[src/rtl/tpu_tile_sequencer.sv]
// ----------------------------------------------------------------------------
// tpu_tile_sequencer
//
// Top-level sequencer for the TPU datapath. For every layer, output channel
// and tile it pulses the sliding-window start, issues K read beats to the
// tensor RAM / weight ROM pointers, delays the issue strobe by READ_LAT cycles
// to form valid_in, reports tile_done to the STA controller and waits for the
// STA complex to go idle. layer_idx bit0 selects the tensor RAM ping-pong bank.
//
// Optional build macro: TPU_SEQ_PERF_EN adds perf_busy_cycles and
// perf_stall_cycles (saturating 32-bit counters, cleared on start accept).
//
// Ports
//   clk, reset            clock; asynchronous active-low reset
//   start                 pulse: begin a full-model run (ignored while busy)
//   stall                 freezes read issue and the beat/tile counters
//   sta_idle              STA complex idle
//   cfg_num_filters       filters of layer layer_idx, sampled in S_CFG
//   cfg_num_tiles         tiles per channel, sampled in S_CFG
//   cfg_k_beats           read beats per tile, sampled in S_CFG
//   layer_idx/chnnl_idx/tile_idx   current position in the walk
//   reset_sta             one-cycle pulse at each layer start
//   start_window          one-cycle pulse at each tile start
//   read_inputs/read_weights/incr_ptr_act/incr_ptr_wgt   read issue strobes
//   valid_in_act/valid_in_wgt      read-latency-aligned data valid
//   tile_done             one-cycle pulse to STA "done"
//   busy                  high from start accept until all_done
//   all_done              one-cycle pulse after the last tile of the last layer
// ----------------------------------------------------------------------------
module tpu_tile_sequencer #(
  parameter int NUM_LAYERS = 6,
  parameter int MAX_NUM_CH = 64,
  parameter int MAX_TILES  = 256,
  parameter int MAX_K      = 64,
  parameter int READ_LAT   = 1,
  localparam int LAYER_W   = (NUM_LAYERS > 1) ? $clog2(NUM_LAYERS) : 1,
  localparam int CH_W      = (MAX_NUM_CH > 1) ? $clog2(MAX_NUM_CH) : 1,
  localparam int TILE_W    = (MAX_TILES > 1) ? $clog2(MAX_TILES) : 1,
  localparam int FILT_W    = $clog2(MAX_NUM_CH + 1),
  localparam int NT_W      = $clog2(MAX_TILES + 1),
  localparam int K_W       = $clog2(MAX_K + 1)
) (
  input  logic               clk,
  input  logic               reset,
  input  logic               start,
  input  logic               stall,
  input  logic               sta_idle,
  input  logic [FILT_W-1:0]  cfg_num_filters,
  input  logic [NT_W-1:0]    cfg_num_tiles,
  input  logic [K_W-1:0]     cfg_k_beats,
  output logic [LAYER_W-1:0] layer_idx,
  output logic [CH_W-1:0]    chnnl_idx,
  output logic [TILE_W-1:0]  tile_idx,
  output logic               reset_sta,
  output logic               start_window,
  output logic               read_inputs,
  output logic               read_weights,
  output logic               incr_ptr_act,
  output logic               incr_ptr_wgt,
  output logic               valid_in_act,
  output logic               valid_in_wgt,
  output logic               tile_done,
  output logic               busy,
`ifdef TPU_SEQ_PERF_EN
  output logic [31:0]        perf_busy_cycles,
  output logic [31:0]        perf_stall_cycles,
`endif
  output logic               all_done
);

  typedef enum logic [2:0] {
    S_IDLE, S_CFG, S_TSTART, S_FETCH, S_DRAIN, S_WAIT, S_NEXT, S_FINISH
  } state_t;

  state_t              state, state_d;
  logic [FILT_W-1:0]   num_filters;
  logic [NT_W-1:0]     num_tiles;
  logic [K_W-1:0]      k_beats;
  logic [K_W-1:0]      beat_cnt;
  logic [READ_LAT-1:0] valid_pipe;
  logic                issue;
  logic                last_tile, last_ch, last_layer;

  assign last_tile  = (NT_W'(tile_idx) == num_tiles - NT_W'(1));
  assign last_ch    = (FILT_W'(chnnl_idx) == num_filters - FILT_W'(1));
  assign last_layer = (layer_idx == LAYER_W'(NUM_LAYERS - 1));

  // Next-state and strobe decode.
  always_comb begin
    // NOTE: every output of this block gets a default first so no path can
    // leave one unassigned and infer a latch.
    state_d      = state;
    issue        = 1'b0;
    reset_sta    = 1'b0;
    start_window = 1'b0;
    tile_done    = 1'b0;
    all_done     = 1'b0;
    case (state)
      S_IDLE:   if (start) state_d = S_CFG;
      S_CFG: begin
        reset_sta = 1'b1;
        state_d   = S_TSTART;
      end
      S_TSTART: begin
        start_window = 1'b1;
        state_d      = S_FETCH;
      end
      S_FETCH: begin
        if (!stall) begin
          issue = 1'b1;
          if (beat_cnt == K_W'(1)) state_d = S_DRAIN;
        end
      end
      // Beats issued in the last fetch cycles are still in flight; report
      // the tile only once every one of them has emerged as valid_in.
      S_DRAIN: begin
        if (valid_pipe == '0) begin
          tile_done = 1'b1;
          state_d   = S_WAIT;
        end
      end
      S_WAIT:   if (sta_idle && !stall) state_d = S_NEXT;
      S_NEXT: begin
        if (last_tile && last_ch) state_d = last_layer ? S_FINISH : S_CFG;
        else                      state_d = S_TSTART;
      end
      S_FINISH: begin
        all_done = 1'b1;
        state_d  = S_IDLE;
      end
      default:  state_d = S_IDLE;
    endcase
  end

  assign read_inputs  = issue;
  assign read_weights = issue;
  assign incr_ptr_act = issue;
  assign incr_ptr_wgt = issue;
  assign valid_in_act = valid_pipe[READ_LAT-1];
  assign valid_in_wgt = valid_pipe[READ_LAT-1];
  assign busy         = (state != S_IDLE);

  always_ff @(posedge clk or negedge reset) begin
    if (!reset) begin
      state       <= S_IDLE;
      layer_idx   <= '0;
      chnnl_idx   <= '0;
      tile_idx    <= '0;
      num_filters <= FILT_W'(1);
      num_tiles   <= NT_W'(1);
      k_beats     <= K_W'(1);
      beat_cnt    <= '0;
      valid_pipe  <= '0;
    end else begin
      // NOTE: registered state uses non-blocking assignments so every flop
      // samples the pre-edge values regardless of statement order.
      state <= state_d;

      // The valid pipe shifts every cycle, stall or not, so beats already
      // issued still reach the sliding window.
      valid_pipe[0] <= issue;
      for (int i = 1; i < READ_LAT; i++) valid_pipe[i] <= valid_pipe[i-1];

      case (state)
        S_IDLE: if (start) layer_idx <= '0;
        S_CFG: begin
          num_filters <= (cfg_num_filters == '0) ? FILT_W'(1) : cfg_num_filters;
          num_tiles   <= (cfg_num_tiles   == '0) ? NT_W'(1)   : cfg_num_tiles;
          k_beats     <= (cfg_k_beats     == '0) ? K_W'(1)    : cfg_k_beats;
          chnnl_idx   <= '0;
          tile_idx    <= '0;
        end
        S_TSTART: beat_cnt <= k_beats;
        S_FETCH:  if (!stall) beat_cnt <= beat_cnt - K_W'(1);
        S_NEXT: begin
          if (last_tile) begin
            tile_idx <= '0;
            if (last_ch) begin
              chnnl_idx <= '0;
              // On the final layer layer_idx holds so it stays visible after
              // the run until the next start.
              if (!last_layer) layer_idx <= layer_idx + LAYER_W'(1);
            end else begin
              chnnl_idx <= chnnl_idx + CH_W'(1);
            end
          end else begin
            tile_idx <= tile_idx + TILE_W'(1);
          end
        end
        default: ;
      endcase
    end
  end

`ifdef TPU_SEQ_PERF_EN
  always_ff @(posedge clk or negedge reset) begin
    if (!reset) begin
      perf_busy_cycles  <= '0;
      perf_stall_cycles <= '0;
    end else if (state == S_IDLE && start) begin
      perf_busy_cycles  <= '0;
      perf_stall_cycles <= '0;
    end else begin
      if (busy && perf_busy_cycles != '1)
        perf_busy_cycles <= perf_busy_cycles + 32'd1;
      if (busy && stall && perf_stall_cycles != '1)
        perf_stall_cycles <= perf_stall_cycles + 32'd1;
    end
  end
`else
  // Performance counters are not built in this configuration.
`endif

endmodule

[config.mk]
export PLATFORM = sky130hd
export DESIGN_NAME = tpu_tile_sequencer
export DESIGN_NICKNAME = d
export VERILOG_FILES = /design/src/rtl/tpu_tile_sequencer.sv
export SDC_FILE = /design/constraint.sdc
export NUM_CORES = 1
export LEC_CHECK = 0
export BUFFER_PORTS_ARGS = -buffer_cell sky130_fd_sc_hd__buf_2
export CAP_MARGIN = 10
export CELL_PAD_IN_SITES_DETAIL_PLACEMENT = 1
export CELL_PAD_IN_SITES_GLOBAL_PLACEMENT = 1
export CORE_ASPECT_RATIO = 0.8
export CORE_UTILIZATION = 46
export CTS_CLUSTER_SIZE = 28
export DETAILED_ROUTE_END_ITERATION = 16
export GPL_TIMING_DRIVEN = 1
export PLACE_DENSITY_LB_ADDON = 0.1
export SYNTH_ARGS = -nofsm -noshare
export SYNTH_HDL_FRONTEND = slang
export SYNTH_SLANG_ARGS = --single-unit
export TNS_END_PERCENT = 100
[constraint.sdc]
create_clock -name clk -period 7.7 [get_ports clk]
set_input_delay 0.385 -clock clk [delete_from_list [all_inputs] [get_ports clk]]
set_output_delay 0.385 -clock clk [all_outputs]
set_load 0.02 [all_outputs]
======== Yosys cells after proc, flatten, opt, wreduce, memory -nomap -nowiden ========
Cells that the tools add are included.
word-level totals
  flip-flop bits (word level) ............. 51
  input port bits ......................... 28
  output and inout port bits .............. 28
  logic and storage cells ................. 79
cells by class
  add/sub/neg operators ................... 6
  equality and inequality tests ........... 19
  muxes and demuxes ....................... 30
  reductions and logical operators ........ 15
operators with widths
  operator             number
  $mux 3               11
  $pmux 3 s8           1
  $mux 7               3
  $ne 2x2->1 const B   8
  $pmux 8 s2           1
  $eq 3x3->1 const B   5
  $logic_not 7->1      2
  $pmux 7 s2           1
  $sub 7x1->7 const B  2
  $mux 6               2
  $pmux 6 s2           1
  $reduce_and 5->1     2
  $eq 8x9->1           1
  $logic_not 9->1      1
  $mux 9               1
  $sub 9x1->9 const B  1
  $add 8x1->8 const B  1
  $mux 8               1
  $eq 6x7->1           1
  $eq 7x1->1 const B   1
  $mux 1               7
  $add 6x1->6 const B  1
  $eq 3x2->1 const B   2
  $pmux 3 s2           1
  other kinds (8)      12

======== Depth between registers and ports, before layout ========
  word-level depth ........................ 5
  gate-level depth with buffers ........... 10

======== Worst setup path before layout ========
No wires, ideal clock.
  path kind ............................... register to register
  from .................................... reg num_tiles[0]
  to ...................................... reg layer_idx[0]
  setup time .............................. 121 ps
  arrival ................................. 2522 ps
  path slack .............................. 5057 ps
  cell stages (with the launch flop) ...... 10
  path buffers ............................ 0
  period minus slack after synthesis ...... 2643 ps
  path through ............................ dfstp_2 -> inv_1 -> ha_1 -> or4b_4 -> nor2_1 -> a2111oi_0 -> nor3_4 -> nor3b_4 -> o21bai_2 -> a22o_1
between the ends
  cells in the longest elaborated chain, start to end .. 4
ends and longest elaborated chain
  what                        RTL line  RTL
  from (decl)                 77        logic [NT_W-1:0] num_tiles;
  from (signal assigned)      168       num_tiles <= (cfg_num_tiles == '0) ? NT_W'(1) : cfg_num_tiles;
  $sub 9x1->9                 84        assign last_tile = (NT_W'(tile_idx) == num_tiles - NT_W'(1));
  $eq 8x9->1                  84
  $ne 2x2->1 (no line)        --
  $reduce_and 5->1 (no line)  --
  to (signal assigned)        182       if (!last_layer) layer_idx <= layer_idx + LAYER_W'(1);
  to (decl)                   51        output logic [LAYER_W-1:0] layer_idx,
No other way between the ends.
A chain may end at the register's enable or synchronous reset.

======== Worst setup path in the final report ========
  from .................................... reg num_tiles[0]
  to ...................................... reg tile_idx[5]
between the ends
  cells in the longest elaborated chain, start to end .. 4
ends and longest elaborated chain
  what                  RTL line  RTL
  $sub 9x1->9           84
  $eq 8x9->1            84
  $mux 8                176       if (last_tile) begin
  $pmux 8 s2            164       case (state)
  to (signal assigned)  187       tile_idx <= tile_idx + TILE_W'(1);
  to (decl)             53        output logic [TILE_W-1:0] tile_idx,
No other way between the ends.

==> results.md <==
- Crit start category: register
- RSZ-0062 raised after global routing: false
- CP endpoint: tile_idx[5]$_DFFE_PN0P_
- Fin. Hold Viols: 0
- # resized after CTS: 0
- Worst Skew: 10.3 ps
- Die Y-Extent: 75.0 um
- Ratio of final minimum period to clock period: 0.390
- Distinct cell type count after synthesis: 60
- Net Count, Synth: 356
- Logic pwr share: 0.460
- Vias in the first global route: 2564
- Synth Register Bits: 51
- Antenna Nets Post-Route: 0
- GR peak layer: met2
- Max_slew headroom: 0.306
- CTS Buf Count: 5
- First-pass GRT wire length: 12600 um
- Max H-tree Level: 2
- Maxcap violations: 0
- Rows: 26
- Slew @ Worst Pin: 1040 ps
- P_sw: 542 uW
- Post-synthesis sequential area ratio: 0.417
- Final WL: 7520 um
- P_leak: 0.00156 uW
- CP Depth: 9
- Via density: 5.60
- Root Driver: clkbuf_8
- Met3 usage: 0.0354
- Global Route Usage Sum: 0.233
- Clock sink total: 51
- CTS Buffer Depth: 2
- Largest net degree at the start of global routing: 52
- CP Cell Sequence: inv_1 > ha_1 > or4b_4 > nor2_1 > a2111oi_0 > nor3_4 > o21ai_2 > nor3_1 > a211o_1
- Critical path's top delay family: compound AO/OA/AOI/OAI gates
- Final Non-Filler Cells: 451
- Critical-path maximum fanout: 12
- NumNets Final: 402
- Synth Cell Area: 0.00307 mm^2
- Ant diodes: 0
- Die Area: 0.00700 mm^2
- Syn Area/Cell: 9.59 um^2
- Max VDD drop: 0.151 mV
- CTS tree: yes
- CP required: 7900 ps
- Net Sw Frac: 0.425
- Leading cell types in the layout, fill and taps excluded: buf_2 (55), dfrtp_1 (48), nor2_1 (30), o21ai_0 (21), nand2_1 (19)
- Gpl congestion: 0.821
- Initial antenna violation count: 0
- Post-synth EDFFs: 0
- Cell depth of the worst flop-to-flop path: 9
- Int Power: 734 uW
- Clk_lat worst skew: 310 ps
- Met2 Use GR: 0.385
- I/O Buffers: 55
- R2R Path End: tile_idx[5]$_DFFE_PN0P_
- Synth Flop Type: dfrtp_1
- Commonest non-fill, non-tap cell in the layout: buf_2
- Status: complete, no violations
- Drt drc: 0
- Fin Setup TNS: 0 ps
- Crit path kind: register to register
- Residual overflow from global routing: 0
- CP max-delay cell: a2111oi_0
- Share of cells above drive strength 1: 0.278
- Vias: 2524
- WL/cell: 16.7 um
- Area growth syn-to-layout: 13.7%
- F_max: 0.333 GHz
- Slowest stage delay, CP: 740 ps
- Hold buffers post-CTS: 0
- Die width: 93.3 um
- R2R setup slack: 4690 ps
- YS warnings: 0
- Clock share of power: 0.157
- Slew Viols, Final: 0
- HP Class: primary input to async pin
- DRT Pass-1 Iters: 4
- Met1 Track Usage GR: 0.326
- Seq pwr share: 0.383
- Beginning of the worst register-to-register path: num_tiles[0]$_DFFE_PN1P_
- Clock slew at reported path FFs: 100 ps
- Worst Path Buf+Inv: 1
- Synthesized instance count: 320
- Minimum clock period: 3010 ps
- Core Region: 0.00641 mm^2
- P per Cell Area: 366 mW/mm^2
- FFs w/ async S/R, synth: 1.00
- Postcts setup bufs: 0
- Initial Utilization: 0.479
- Boundary Pins: 56
- Setup-failing EPs final: 0
- Initial DRC Count: 92
- Dpl hpwl: 5590 um
- Dpl cells: 443
- CP arrival: 3200 ps
- CP Launch Point: num_tiles[0]$_DFFE_PN1P_
- Nature of the critical path endpoint: register
-- cell type report --
class | count | area (um^2)
fill | 743 | 2920
multi-input combinational | 234 | 1640
sequential | 51 | 1280
timing repair buffer | 56 | 283
tap | 84 | 105
clock buffer | 6 | 82.6
inverter | 18 | 67.6
clock inverter | 2 | 35.0
-- cell usage after synthesis (3+ instances only) --
cell,instances,area [um^2]
clkbuf_1,10,37.5
mux2_2,18,203
dfrtp_1,48,1200
nor4_1,5,31.3
dfstp_2,3,78.8
nand2_1,19,71.3
nor2_1,30,113
inv_1,18,67.6
a211o_1,3,26.3
ha_1,8,100
o22ai_1,4,25.0
a21oi_1,17,85.1
nand3_1,10,50.1
buf_4,5,37.5
nand4_1,3,18.8
nor2b_1,3,18.8
nor3_1,13,65.1
a31oi_1,3,18.8
o21ai_0,21,105
nand2b_1,7,43.8
xnor2_1,13,114
xor2_1,9,78.8
-- through the flow --
stage	total power, uW	instance area (um^2)	hold slack [ps]	setup slack, ps	utilization
after global placement	1050	3370	495	4820	0.526
after global routing	1370	3490	261	4440	0.545
after detailed placement	1080	3370	504	4700	0.526
after floorplan	934	3070	89.4	5060	-
after CTS	1280	3490	220	4680	0.545
final	1280	3490	181	4690	0.545
-- kinds of logic (layout without fill, tap and decap cells) --
kind of cell             count (synthesis)  after routing  share of synthesized area
AO/OA/AOI/OAI                           74             74                      0.165
XOR/XNOR                                22             22                     0.0628
adder cells (fa/ha/maj)                  8              8                     0.0326
buffers and inverters                   35             82                     0.0493
flip-flops                              51             51                      0.417
multiplexers                            20             20                     0.0726
AND/OR/NAND/NOR                        110            110                      0.200
-- state kept, by name, indices dropped and copies added (netlist names), 3 cells and up --
name,count
chnnl_idx,6
tile_idx,8
layer_idx,3
num_filters,7
k_beats,7
num_tiles,9
state,3
beat_cnt,7
-- layer usage --
metal,part of all wire,routed length (um)
met5,0,0
met4,0.0093,70
met2,0.45,3420
met1,0.50,3800
met3,0.031,233
-- power by group through the flow --
| stage | Sequential, uW | Clock [uW] | Combinational (uW) |
|---|---|---|---|
| 2_1_floorplan | 453 | 0 | 481 |
| 3_3_place_gp | 489 | 0 | 563 |
| 3_5_place_dp | 493 | 0 | 587 |
| 4_1_cts | 488 | 201 | 592 |
| 5_1_grt | 503 | 213 | 650 |
| 6_report | 489 | 201 | 587 |
-- worst min-delay path by stage --
stage                            from                          to  slack (ps)  cells past startpoint
2_1_floorplan                   reset     beat_cnt[0]$_DFFE_PN0P_          90                      0
3_3_place_gp   k_beats[4]$_DFFE_PN0P_      k_beats[4]$_DFFE_PN0P_         500                      1
3_5_place_dp   k_beats[6]$_DFFE_PN0P_      k_beats[6]$_DFFE_PN0P_         500                      1
4_1_cts                         reset  num_filters[5]$_DFFE_PN0P_         220                      2
5_1_grt                         reset    num_tiles[4]$_DFFE_PN0P_         260                      2
6_report                        reset  num_filters[5]$_DFFE_PN0P_         180                      2
Note: power is estimated with default switching activity, not from simulation.
